===== src/rtl/alsu_mc_pkg.sv =====
// Shared opcodes, FSM state encoding and flag bundle for the multi-cycle ALU/shift unit.
package alsu_pkg;

    localparam logic [3:0] OP_ADD = 4'h0;
    localparam logic [3:0] OP_SUB = 4'h1;
    localparam logic [3:0] OP_SHL = 4'h2;
    localparam logic [3:0] OP_SHR = 4'h3;
    localparam logic [3:0] OP_AND = 4'h4;
    localparam logic [3:0] OP_XOR = 4'h5;
    localparam logic [3:0] OP_NOT = 4'h6;
    localparam logic [3:0] OP_INC = 4'h7;
    localparam logic [3:0] OP_ADC = 4'h8;
    localparam logic [3:0] OP_SBC = 4'h9;
    localparam logic [3:0] OP_SAR = 4'hA;
    localparam logic [3:0] OP_OR  = 4'hB;
    localparam logic [3:0] OP_DEC = 4'hC;
    localparam logic [3:0] OP_MUL = 4'hD;
    localparam logic [3:0] OP_CMP = 4'hE;
    localparam logic [3:0] OP_RSV = 4'hF;

    typedef enum logic [1:0] {ST_IDLE, ST_EXEC, ST_DONE} state_t;

    typedef struct packed {
        logic z;
        logic n;
        logic c;
        logic v;
    } flags_t;

    function automatic logic is_shift(input logic [3:0] f);
        return (f == OP_SHL) || (f == OP_SHR) || (f == OP_SAR);
    endfunction

endpackage


===== src/rtl/alsu_mc_if.sv =====
// Operation/result handshake bundle between the register-read stage, the ALU and writeback.
interface alsu_mc_if #(
    parameter int DATAWIDTH = 16,
    parameter int FUNCBITS  = 4
) ();
    logic                 in_valid;
    logic                 in_ready;
    logic [DATAWIDTH-1:0] a;
    logic [DATAWIDTH-1:0] b;
    logic [FUNCBITS-1:0]  func;
    logic                 out_valid;
    logic                 out_ready;
    logic [DATAWIDTH-1:0] r;
    logic                 z;
    logic                 n;
    logic                 c;
    logic                 v;
    logic                 err;

    modport master (
        output in_valid, a, b, func, out_ready,
        input  in_ready, out_valid, r, z, n, c, v, err
    );

    modport slave (
        input  in_valid, a, b, func, out_ready,
        output in_ready, out_valid, r, z, n, c, v, err
    );
endinterface


===== src/rtl/alsu_mc_core.sv =====
// Combinational single-cycle datapath: add/sub family, logic ops and one-bit shift step,
// with Z/N/C/V generation. Also serves as the per-iteration shifter for multi-bit shifts.
module alsu_core
    import alsu_pkg::*;
#(
    parameter int DATAWIDTH = 16,
    parameter int FUNCBITS  = 4
) (
    input  logic [DATAWIDTH-1:0] a_i,
    input  logic [DATAWIDTH-1:0] b_i,
    input  logic [FUNCBITS-1:0]  func_i,
    input  logic                 c_i,
    input  logic                 shift_en_i,
    output logic [DATAWIDTH-1:0] r_o,
    output flags_t               flags_o
);
    localparam int W = DATAWIDTH;

    logic [W-1:0] bop;
    logic         cin;
    logic         arith;
    logic [W:0]   sum;
    logic [W-1:0] fres;

    always_comb begin
        bop   = '0;
        cin   = 1'b0;
        arith = 1'b0;
        case (func_i)
            OP_ADD:         begin bop = b_i;  arith = 1'b1; end
            OP_SUB, OP_CMP: begin bop = ~b_i; cin = 1'b1; arith = 1'b1; end
            OP_ADC:         begin bop = b_i;  cin = c_i;  arith = 1'b1; end
            OP_SBC:         begin bop = ~b_i; cin = c_i;  arith = 1'b1; end
            OP_INC:         begin cin = 1'b1; arith = 1'b1; end
            OP_DEC:         begin bop = '1;   arith = 1'b1; end
            default:        ;
        endcase
        sum = {1'b0, a_i} + {1'b0, bop} + {{W{1'b0}}, cin};

        r_o     = '0;
        flags_o = '0;
        case (func_i)
            OP_AND: r_o = a_i & b_i;
            OP_OR:  r_o = a_i | b_i;
            OP_XOR: r_o = a_i ^ b_i;
            OP_NOT: r_o = ~a_i;
            OP_CMP: r_o = a_i;
            // A disabled shift step passes A through with C cleared (shift by zero).
            OP_SHL: if (shift_en_i) begin
                        r_o = {a_i[W-2:0], 1'b0};
                        flags_o.c = a_i[W-1];
                    end else r_o = a_i;
            OP_SHR: if (shift_en_i) begin
                        r_o = {1'b0, a_i[W-1:1]};
                        flags_o.c = a_i[0];
                    end else r_o = a_i;
            OP_SAR: if (shift_en_i) begin
                        r_o = {a_i[W-1], a_i[W-1:1]};
                        flags_o.c = a_i[0];
                    end else r_o = a_i;
            default: if (arith) r_o = sum[W-1:0];
        endcase

        if (arith) begin
            flags_o.c = sum[W];
            flags_o.v = (a_i[W-1] == bop[W-1]) && (sum[W-1] != a_i[W-1]);
        end
        // CMP reports the subtraction's Z/N even though it returns A.
        fres      = arith ? sum[W-1:0] : r_o;
        flags_o.z = (fres == '0);
        flags_o.n = fres[W-1];
    end
endmodule


===== src/rtl/alsu_mc.sv =====
// Multi-cycle ALU/shift unit: handshake FSM, iteration counter and flag register.
// Define ALSU_MUL_EN to build the iterative shift-add multiplier (opcode D); otherwise D is illegal.
module alsu_mc
    import alsu_pkg::*;
#(
    parameter int DATAWIDTH = 16,
    parameter int FUNCBITS  = 4,
    parameter int SHW       = $clog2(DATAWIDTH)
) (
    input logic        clk_i,
    input logic        rst_n_i,
    alsu_mc_if.slave   bus
);
    localparam int W  = DATAWIDTH;
    localparam int CW = SHW + 1;
    localparam logic [CW-1:0] MUL_STEPS = CW'(DATAWIDTH);

    state_t              state_q;
    logic [FUNCBITS-1:0] func_q;
    logic [W-1:0]        acc_q;
    logic [W-1:0]        r_q;
    logic [CW-1:0]       cnt_q;
    flags_t              flags_q;
    logic                err_q;

    logic                exec, in_ready, accept, is_mul, illegal, multi, mul_op;
    logic [SHW-1:0]      amt;
    logic [FUNCBITS-1:0] cur_func;
    logic [W-1:0]        core_a, core_r, step_r;
    flags_t              core_flags, step_flags;

    assign exec     = (state_q == ST_EXEC);
    assign in_ready = (state_q == ST_IDLE) || ((state_q == ST_DONE) && bus.out_ready);
    assign accept   = bus.in_valid && in_ready;
    assign amt      = bus.b[SHW-1:0];
    assign cur_func = exec ? func_q : bus.func;
    assign core_a   = exec ? acc_q : bus.a;

`ifdef ALSU_MUL_EN
    logic [W-1:0] hi_q, mc_q, mul_hi_in, mul_lo_in, mul_mc, mul_hi_next, mul_lo_next;
    logic [W:0]   mul_sum;

    assign is_mul  = (bus.func == OP_MUL);
    assign illegal = (bus.func == OP_RSV);
    assign mul_op  = (cur_func == OP_MUL);

    // One shift-add step; on the accept cycle it starts from hi=0, lo=B, multiplicand=A.
    always_comb begin
        mul_hi_in   = exec ? hi_q : '0;
        mul_lo_in   = exec ? acc_q : bus.b;
        mul_mc      = exec ? mc_q : bus.a;
        mul_sum     = {1'b0, mul_hi_in} + (mul_lo_in[0] ? {1'b0, mul_mc} : {(W+1){1'b0}});
        mul_hi_next = mul_sum[W:1];
        mul_lo_next = {mul_sum[0], mul_lo_in[W-1:1]};
    end

    always_comb begin
        step_r     = core_r;
        step_flags = core_flags;
        if (mul_op) begin
            step_r       = mul_lo_next;
            step_flags.z = (mul_lo_next == '0);
            step_flags.n = mul_lo_next[W-1];
            step_flags.c = |mul_hi_next;
            step_flags.v = 1'b0;
        end
    end
`else
    assign is_mul     = 1'b0;
    assign mul_op     = 1'b0;
    assign illegal    = (bus.func == OP_RSV) || (bus.func == OP_MUL);
    assign step_r     = core_r;
    assign step_flags = core_flags;
`endif

    assign multi = (is_shift(bus.func) && (amt > SHW'(1))) || is_mul;

    alsu_core #(.DATAWIDTH(DATAWIDTH), .FUNCBITS(FUNCBITS)) u_core (
        .a_i        (core_a),
        .b_i        (bus.b),
        .func_i     (cur_func),
        .c_i        (flags_q.c),
        .shift_en_i (exec || (amt != '0)),
        .r_o        (core_r),
        .flags_o    (core_flags)
    );

    // The first iteration of a multi-cycle op runs on the accept edge, so the counter
    // holds the number of iterations still to go.
    always_ff @(posedge clk_i or negedge rst_n_i) begin
        if (!rst_n_i) begin
            state_q <= ST_IDLE;
            func_q  <= '0;
            acc_q   <= '0;
            cnt_q   <= '0;
            r_q     <= '0;
            flags_q <= '0;
            err_q   <= 1'b0;
`ifdef ALSU_MUL_EN
            hi_q    <= '0;
            mc_q    <= '0;
`endif
        end else if (accept) begin
            func_q <= bus.func;
            if (illegal) begin
                r_q     <= '0;
                err_q   <= 1'b1;
                state_q <= ST_DONE;
            end else if (multi) begin
                acc_q   <= step_r;
                cnt_q   <= is_mul ? (MUL_STEPS - CW'(1)) : ({1'b0, amt} - CW'(1));
                state_q <= ST_EXEC;
`ifdef ALSU_MUL_EN
                hi_q    <= mul_hi_next;
                mc_q    <= bus.a;
`endif
            end else begin
                r_q     <= core_r;
                flags_q <= core_flags;
                err_q   <= 1'b0;
                state_q <= ST_DONE;
            end
        end else if (exec) begin
            acc_q <= step_r;
`ifdef ALSU_MUL_EN
            hi_q  <= mul_hi_next;
`endif
            if (cnt_q == CW'(1)) begin
                r_q     <= step_r;
                flags_q <= step_flags;
                err_q   <= 1'b0;
                state_q <= ST_DONE;
            end else begin
                cnt_q <= cnt_q - CW'(1);
            end
        end else if ((state_q == ST_DONE) && bus.out_ready) begin
            state_q <= ST_IDLE;
        end
    end

    assign bus.in_ready  = in_ready;
    assign bus.out_valid = (state_q == ST_DONE);
    assign bus.r         = r_q;
    assign bus.z         = flags_q.z;
    assign bus.n         = flags_q.n;
    assign bus.c         = flags_q.c;
    assign bus.v         = flags_q.v;
    assign bus.err       = err_q;
endmodule


===== src/flat_wrapper.sv =====
// flat-port wrapper written by rule: the top's interface ports become plain ports
module alsu_mc_flat import alsu_pkg::*;
#(
    parameter int DATAWIDTH = 16,
    parameter int FUNCBITS  = 4,
    parameter int SHW       = $clog2(DATAWIDTH)
)
  (clk_i, rst_n_i, bus_in_valid, bus_a, bus_b, bus_func, bus_out_ready, bus_in_ready, bus_out_valid, bus_r, bus_z, bus_n, bus_c, bus_v, bus_err);
  alsu_mc_if #(.DATAWIDTH(DATAWIDTH), .FUNCBITS(FUNCBITS)) bus_i ();
  input logic clk_i;
  input logic rst_n_i;
  input wire logic [$bits(bus_i.in_valid)-1:0] bus_in_valid;
  input wire logic [$bits(bus_i.a)-1:0] bus_a;
  input wire logic [$bits(bus_i.b)-1:0] bus_b;
  input wire logic [$bits(bus_i.func)-1:0] bus_func;
  input wire logic [$bits(bus_i.out_ready)-1:0] bus_out_ready;
  output wire logic [$bits(bus_i.in_ready)-1:0] bus_in_ready;
  output wire logic [$bits(bus_i.out_valid)-1:0] bus_out_valid;
  output wire logic [$bits(bus_i.r)-1:0] bus_r;
  output wire logic [$bits(bus_i.z)-1:0] bus_z;
  output wire logic [$bits(bus_i.n)-1:0] bus_n;
  output wire logic [$bits(bus_i.c)-1:0] bus_c;
  output wire logic [$bits(bus_i.v)-1:0] bus_v;
  output wire logic [$bits(bus_i.err)-1:0] bus_err;
  assign bus_i.in_valid = bus_in_valid;
  assign bus_i.a = bus_a;
  assign bus_i.b = bus_b;
  assign bus_i.func = bus_func;
  assign bus_i.out_ready = bus_out_ready;
  assign bus_in_ready = bus_i.in_ready;
  assign bus_out_valid = bus_i.out_valid;
  assign bus_r = bus_i.r;
  assign bus_z = bus_i.z;
  assign bus_n = bus_i.n;
  assign bus_c = bus_i.c;
  assign bus_v = bus_i.v;
  assign bus_err = bus_i.err;
  alsu_mc #(.DATAWIDTH(DATAWIDTH), .FUNCBITS(FUNCBITS), .SHW(SHW)) u_core (.clk_i(clk_i), .rst_n_i(rst_n_i), .bus(bus_i));
endmodule

===== config.mk =====
export PLATFORM = sky130hd
export DESIGN_NAME = alsu_mc_flat
export DESIGN_NICKNAME = d
export VERILOG_FILES = /design/src/rtl/alsu_mc_pkg.sv /design/src/rtl/alsu_mc_if.sv /design/src/rtl/alsu_mc_core.sv /design/src/rtl/alsu_mc.sv /design/src/flat_wrapper.sv
export SDC_FILE = /design/constraint.sdc
export NUM_CORES = 1
export LEC_CHECK = 0
export BUFFER_PORTS_ARGS = -buffer_cell sky130_fd_sc_hd__clkbuf_2
export CORE_MARGIN = 10
export CORE_UTILIZATION = 55
export DETAILED_ROUTE_END_ITERATION = 7
export PLACE_DENSITY_LB_ADDON = 0.2
export SETUP_SLACK_MARGIN = 0.2
export SLEW_MARGIN = 20
export SYNTH_ARGS = -nofsm -noshare
export SYNTH_HDL_FRONTEND = slang
export SYNTH_HIERARCHICAL = 1
export SYNTH_SLANG_ARGS = --single-unit

===== constraint.sdc =====
create_clock -name clk_i -period 5.4 [get_ports clk_i]
set_clock_uncertainty 0.05 [all_clocks]
set_input_delay 1.08 -clock clk_i [delete_from_list [all_inputs] [get_ports clk_i]]
set_output_delay 1.08 -clock clk_i [all_outputs]
set_load 0.02 [all_outputs]

* Word level (Yosys, flattened, before mapping) *
Index checks and enable logic that the tools add are counted.
Widths: inputs -> output; s select.

operators by class
  reduce and logical (&&, ||, !) cells = 27
  bitwise operators = 5
  $add $sub $neg = 4
  mux-type cells = 45
  order comparisons = 1
  eq/ne operators = 29

operators with widths
  operator            count
  $mux 16             14
  $pmux 16 s8         1
  $pmux 16 s3         1
  $eq 4x4->1 const B  9
  $not 16->16         2
  $mux 5              5
  $mux 4              6
  $add 16x16->17      1
  $add 17x1->17       1
  $and 16x16->16      1
  $eq 4x2->1 const B  4
  $eq 4x3->1 const B  4
  $logic_not 16->1    1
  $or 16x16->16       1
  $xor 16x16->16      1
  $mux 15             1
  $mux 2              7
  $mux 1              8
  $reduce_and 4->1    2
  $reduce_or 7->1     1
  $ne 2x2->1 const B  3
  $ne 3x3->1 const B  2
  $reduce_and 3->1    2
  $reduce_or 2->1     3
  other kinds (20)    30

word-level totals
  word-level logic and storage cells = 121
  input bits = 40
  output and inout port bits = 23
  flip-flop bits (word level) = 48

* Longest topological paths before layout *
  depth in word-level cells = 14
  gate-level depth with buffers = 25
  depth with buffers taken out = 19

* Hierarchy *
The synthesis kept the hierarchy.

modules (own cells, without submodules)
  module     instances  cells each  seq. area each (sq um)  area an instance (sq um)
  alsu_core  1          490         0.0                     3,319.4
  alsu_mc    1          232         1,201.2                 2,398.6

* Worst setup path before layout *
Ideal clock, no wire load.

  path kind = in2reg
  start point = in bus_func[1]
  end point = reg u_core.flags_q (netlist bit u_core/bus.z)
  path slack = 0.139 ns
  data required time = 5.285 ns
  arrival = 5.146 ns
  library setup time = 0.065 ns
  stages on the path = 20
  cell sequence = nand2_1 nand2_1 buf_4 buf_6 buf_6 clkbuf_1 buf_1 a31oi_1 fa_1 fa_1 nand2b_1 a21oi_1 nor2_1 o21ai_0 o21a_1 o31ai_1 a2111oi_2 or4b_1 a21boi_1 mux2_2

RTL lines
  what                  line                RTL
  start, declared       flat_wrapper.sv:15  input wire logic [$bits(bus_i.func)-1:0] bus_func;
  end signal, assigned  alsu_mc.sv:119      flags_q <= core_flags;
  end signal, assigned  alsu_mc.sv:130      flags_q <= step_flags;
  end, declared         alsu_mc.sv:23       flags_t flags_q;

==> flow_metrics.py <==
metrics = {
    "synth": {
        "synth_area_per_cell_sq_um": 7.92,
        "ys_ff_latch": 48,
        "synth_edf_count": 0,
        "async_flop_share": 1.00,
        "yosysUniqueCellTypes": 82,
        "syn_nets": 816,
        "synth.most_common_cell": "nand2_1",
        "yosys-top-cells-count": "nand2_1 (102), a21oi_1 (57), ha_1 (52)",
        "syn_inst": 722,
        "synth-seq-area-share": 0.210,
        "ys_warn_count": 6,
        "syn_area_sq_um": 5720,
        "yosysTopAreaCellShare": 0.210,
        "synth_largest_area_cell": "dfrtp_1",
        "synth_ff_type": "dfrtp_1",
        "synth.area.top_cells": "dfrtp_1 (21%), ha_1 (11%), nand2_1 (6.7%)",
    },
    "clock_tree": {
        "numCtsBuffers": 5,
        "cts-htree-levels": 2,
        "post_cts_buffers": 0,
        "clk_pin_slew_worst_paths_ps": 90,
        "cts_sinks": 48,
        "clk_latency_ps": 310,
        "cts_buffer_depth": 2,
        "cts_tree": "yes",
        "cts_root_buf": "clkbuf_8",
        "cts_hold_buffers": 0,
    },
    "place": {
        "routabilityCongestion": 1.02,
        "hpwlAfterDp_mm": 15.2,
        "dpl_cell_area_sq_um": 6130,
        "port_buffers": 62,
    },
    "cells_and_area": {
        "area_delta_synth_final_pct": 8.93,
        "nets": 872,
        "final_cell_area_sq_um": 6230,
        "diodes": 0,
        "drive_gt1_frac": 0.187,
        "fin_util": 0.609,
        "fillers": 935,
    },
    "power": {
        "max-vdd-ir-drop_mv": 0.171,
        "total_leakage_power_nw": 3.04,
        "power.density_nw_per_um2": 164,
        "finalPower_mw": 1.02,
    },
    "min_path": {
        "hold_class": "reg2reg",
    },
    "floorplanning": {
        "fp.dieH_microns": 122,
        "core_sq_um": 10200,
        "io_pins": 63,
        "initial_core_util": 0.559,
        "die_x_microns": 122,
        "rows": 37,
        "dieArea_sq_um": 14900,
    },
    "worst_setup_path": {
        "crit_fanout": 8,
        "end_kind": "flip-flop",
        "start_kind": "primary input",
        "critical_path_arrival_ps": 5130,
        "required_ps": 5600,
        "worstSetupPathType": "in2reg",
    },
    "timing": {
        "slew_headroom": 0.535,
        "fin_crit_sh": 0.912,
        "whs_ps": 438,
        "worstMarginPinSlew_ps": 695,
        "max_clock_freq_mhz": 203,
        "hold_violations": 0,
        "layout_min_cycle_time_ps": 4930,
        "maxSlewViolCount": 0,
        "grt_setup_unrepaired": "no",
        "setup_tns_ps": 0,
        "setup_viol": 0,
    },
    "route": {
        "viasPerCell": 6.55,
        "wl_per_cell_microns": 21.7,
        "vias": 5994,
        "routed_wl_mm": 19.9,
        "drt_iter0_markers": 693,
        "dr.pass1.iters": 5,
        "antenna_left": 0,
        "route.detailed.drc": 0,
    },
    "global_route": {
        "grt_pass1_vias": 5716,
        "antenna_found_initial": 0,
        "grt.overflow.total": 0,
        "grt_pass1_wl_mm": 31.2,
        "track_usage": 0.259,
        "grt_max_degree": 49,
    },
    "run_status": {
        "outcome": "completed",
    },
    "run": {
        "cap_violations": 0,
    },
}
## cell usage in the layout, fill, tap and decap left out, types with 4 or more instances in the layout
cell type / Yosys / final
a31oi_1: 9 / 9
nand3_1: 12 / 12
a21o_1: 4 / 4
a21oi_1: 57 / 56
nand2b_1: 16 / 16
dfrtp_1: 48 / 48
o21a_1: 7 / 7
nor2_1: 39 / 39
a21boi_0: 5 / 5
nand2_1: 102 / 101
clkbuf_2: 0 / 62
o211ai_1: 11 / 11
nor3_1: 13 / 13
a221o_1: 4 / 4
inv_1: 47 / 47
o21ai_0: 40 / 39
nor2b_1: 10 / 9
o32ai_1: 4 / 4
o22ai_1: 22 / 22
xnor2_1: 10 / 10
xor2_1: 10 / 10
buf_4: 7 / 32
nor4_1: 7 / 7
o31a_1: 4 / 4
a22o_1: 21 / 21
ha_1: 52 / 52
and3_1: 7 / 7
clkbuf_8: 0 / 5
mux2_2: 21 / 21
mux2i_1: 7 / 7
o31ai_1: 4 / 4
a22oi_1: 5 / 5
and2_1: 4 / 4
a211oi_1: 4 / 4
nand4_1: 4 / 4
## repair_timing
item / in CTS / in global routing
resized for setup: 0 / 3
setup endpoints to repair: 0 / 1
hold endpoints to repair: 0 / 0
## critical path: stages
cell and delay, ps:
clkbuf_2 150, nand2_1 80, nand2_2 170, nor2b_1 200, a21oi_1 60, nor3_1 160, a31oi_1 80, fa_1 450
fa_1 460, nand2b_1 210, a21oi_1 180, xnor2_1 190, o21ai_0 160, a221oi_2 380, nand4bb_1 170, a2111oi_2 210
or4b_1 460, a21boi_1 130, mux2_2 150
## per-layer routing
metal	track usage	share of wire	vias to the layer above
li1	-	-	2748
met1	0.359	0.44	2837
met2	0.389	0.43	353
met3	0.0555	0.094	56
met4	0.0887	0.031	0
met5	0	0	-
## final timing paths
path	startpoint	to	slack (ps)	cells after the start
min reg2reg	u_core/func_q[3]	u_core/func_q[3]	440	2
max	bus_func[0]	u_core/bus.z	470	19
min in group asynchronous	rst_n_i	u_core/bus.err	810	2
max in group asynchronous	rst_n_i	u_core/func_q[3]	4080	2
min	u_core/func_q[3]	u_core/func_q[3]	440	2
max reg2reg	u_core/state_q[1]	u_core/bus.z	590	19
## stage by stage
| step | cells | setup WS (ps) |
|---|---|---|
| floorplan | 722 | 246 |
| finish | 915 | 474 |
| detailed placement | 907 | 129 |
| global placement | 907 | 228 |
| CTS | 915 | 456 |
| global route | 915 | 272 |
## cell type report
class	instances	area, sq um	share of cell area
flip-flops and latches	48	1200	0.193
multi-input cells	581	4040	0.648
clock inverters	2	16.3	0.00261
well taps	136	170	0.0273
clock buffers	6	72.6	0.0117
repair buffers	94	551	0.0884
inverters	48	180	0.0289
## kinds of logic after synthesis
group	Yosys count	synth area share
buffers and inverters	93	0.0853
multiplexers	28	0.0536
flip-flops	48	0.210
AND/OR/NAND/NOR	237	0.201
AO/OA/AOI/OAI	242	0.298
XOR/XNOR	20	0.0306
adder cells (fa/ha/maj)	54	0.121
## state kept, by name (all words and copies together) (netlist names)
signal,cells
u_core/cnt_q,5
u_core/bus.z,1
u_core/bus.n,1
u_core/bus.v,1
u_core/func_q,4
u_core/bus.err,1
u_core/bus.c,1
u_core/state_q,2
u_core/acc_q,16
u_core/bus.r,16
## where the power goes
| part | total [mW] | leakage, nW | switching [mW] | internal, mW |
|---|---|---|---|---|
| logic | 0.443 | 2.37 | 0.283 | 0.161 |
| registers | 0.363 | 0.627 | 0.00146 | 0.361 |
| clock network | 0.218 | 0.0414 | 0.125 | 0.0924 |
Power figures use the tool's default switching activity.
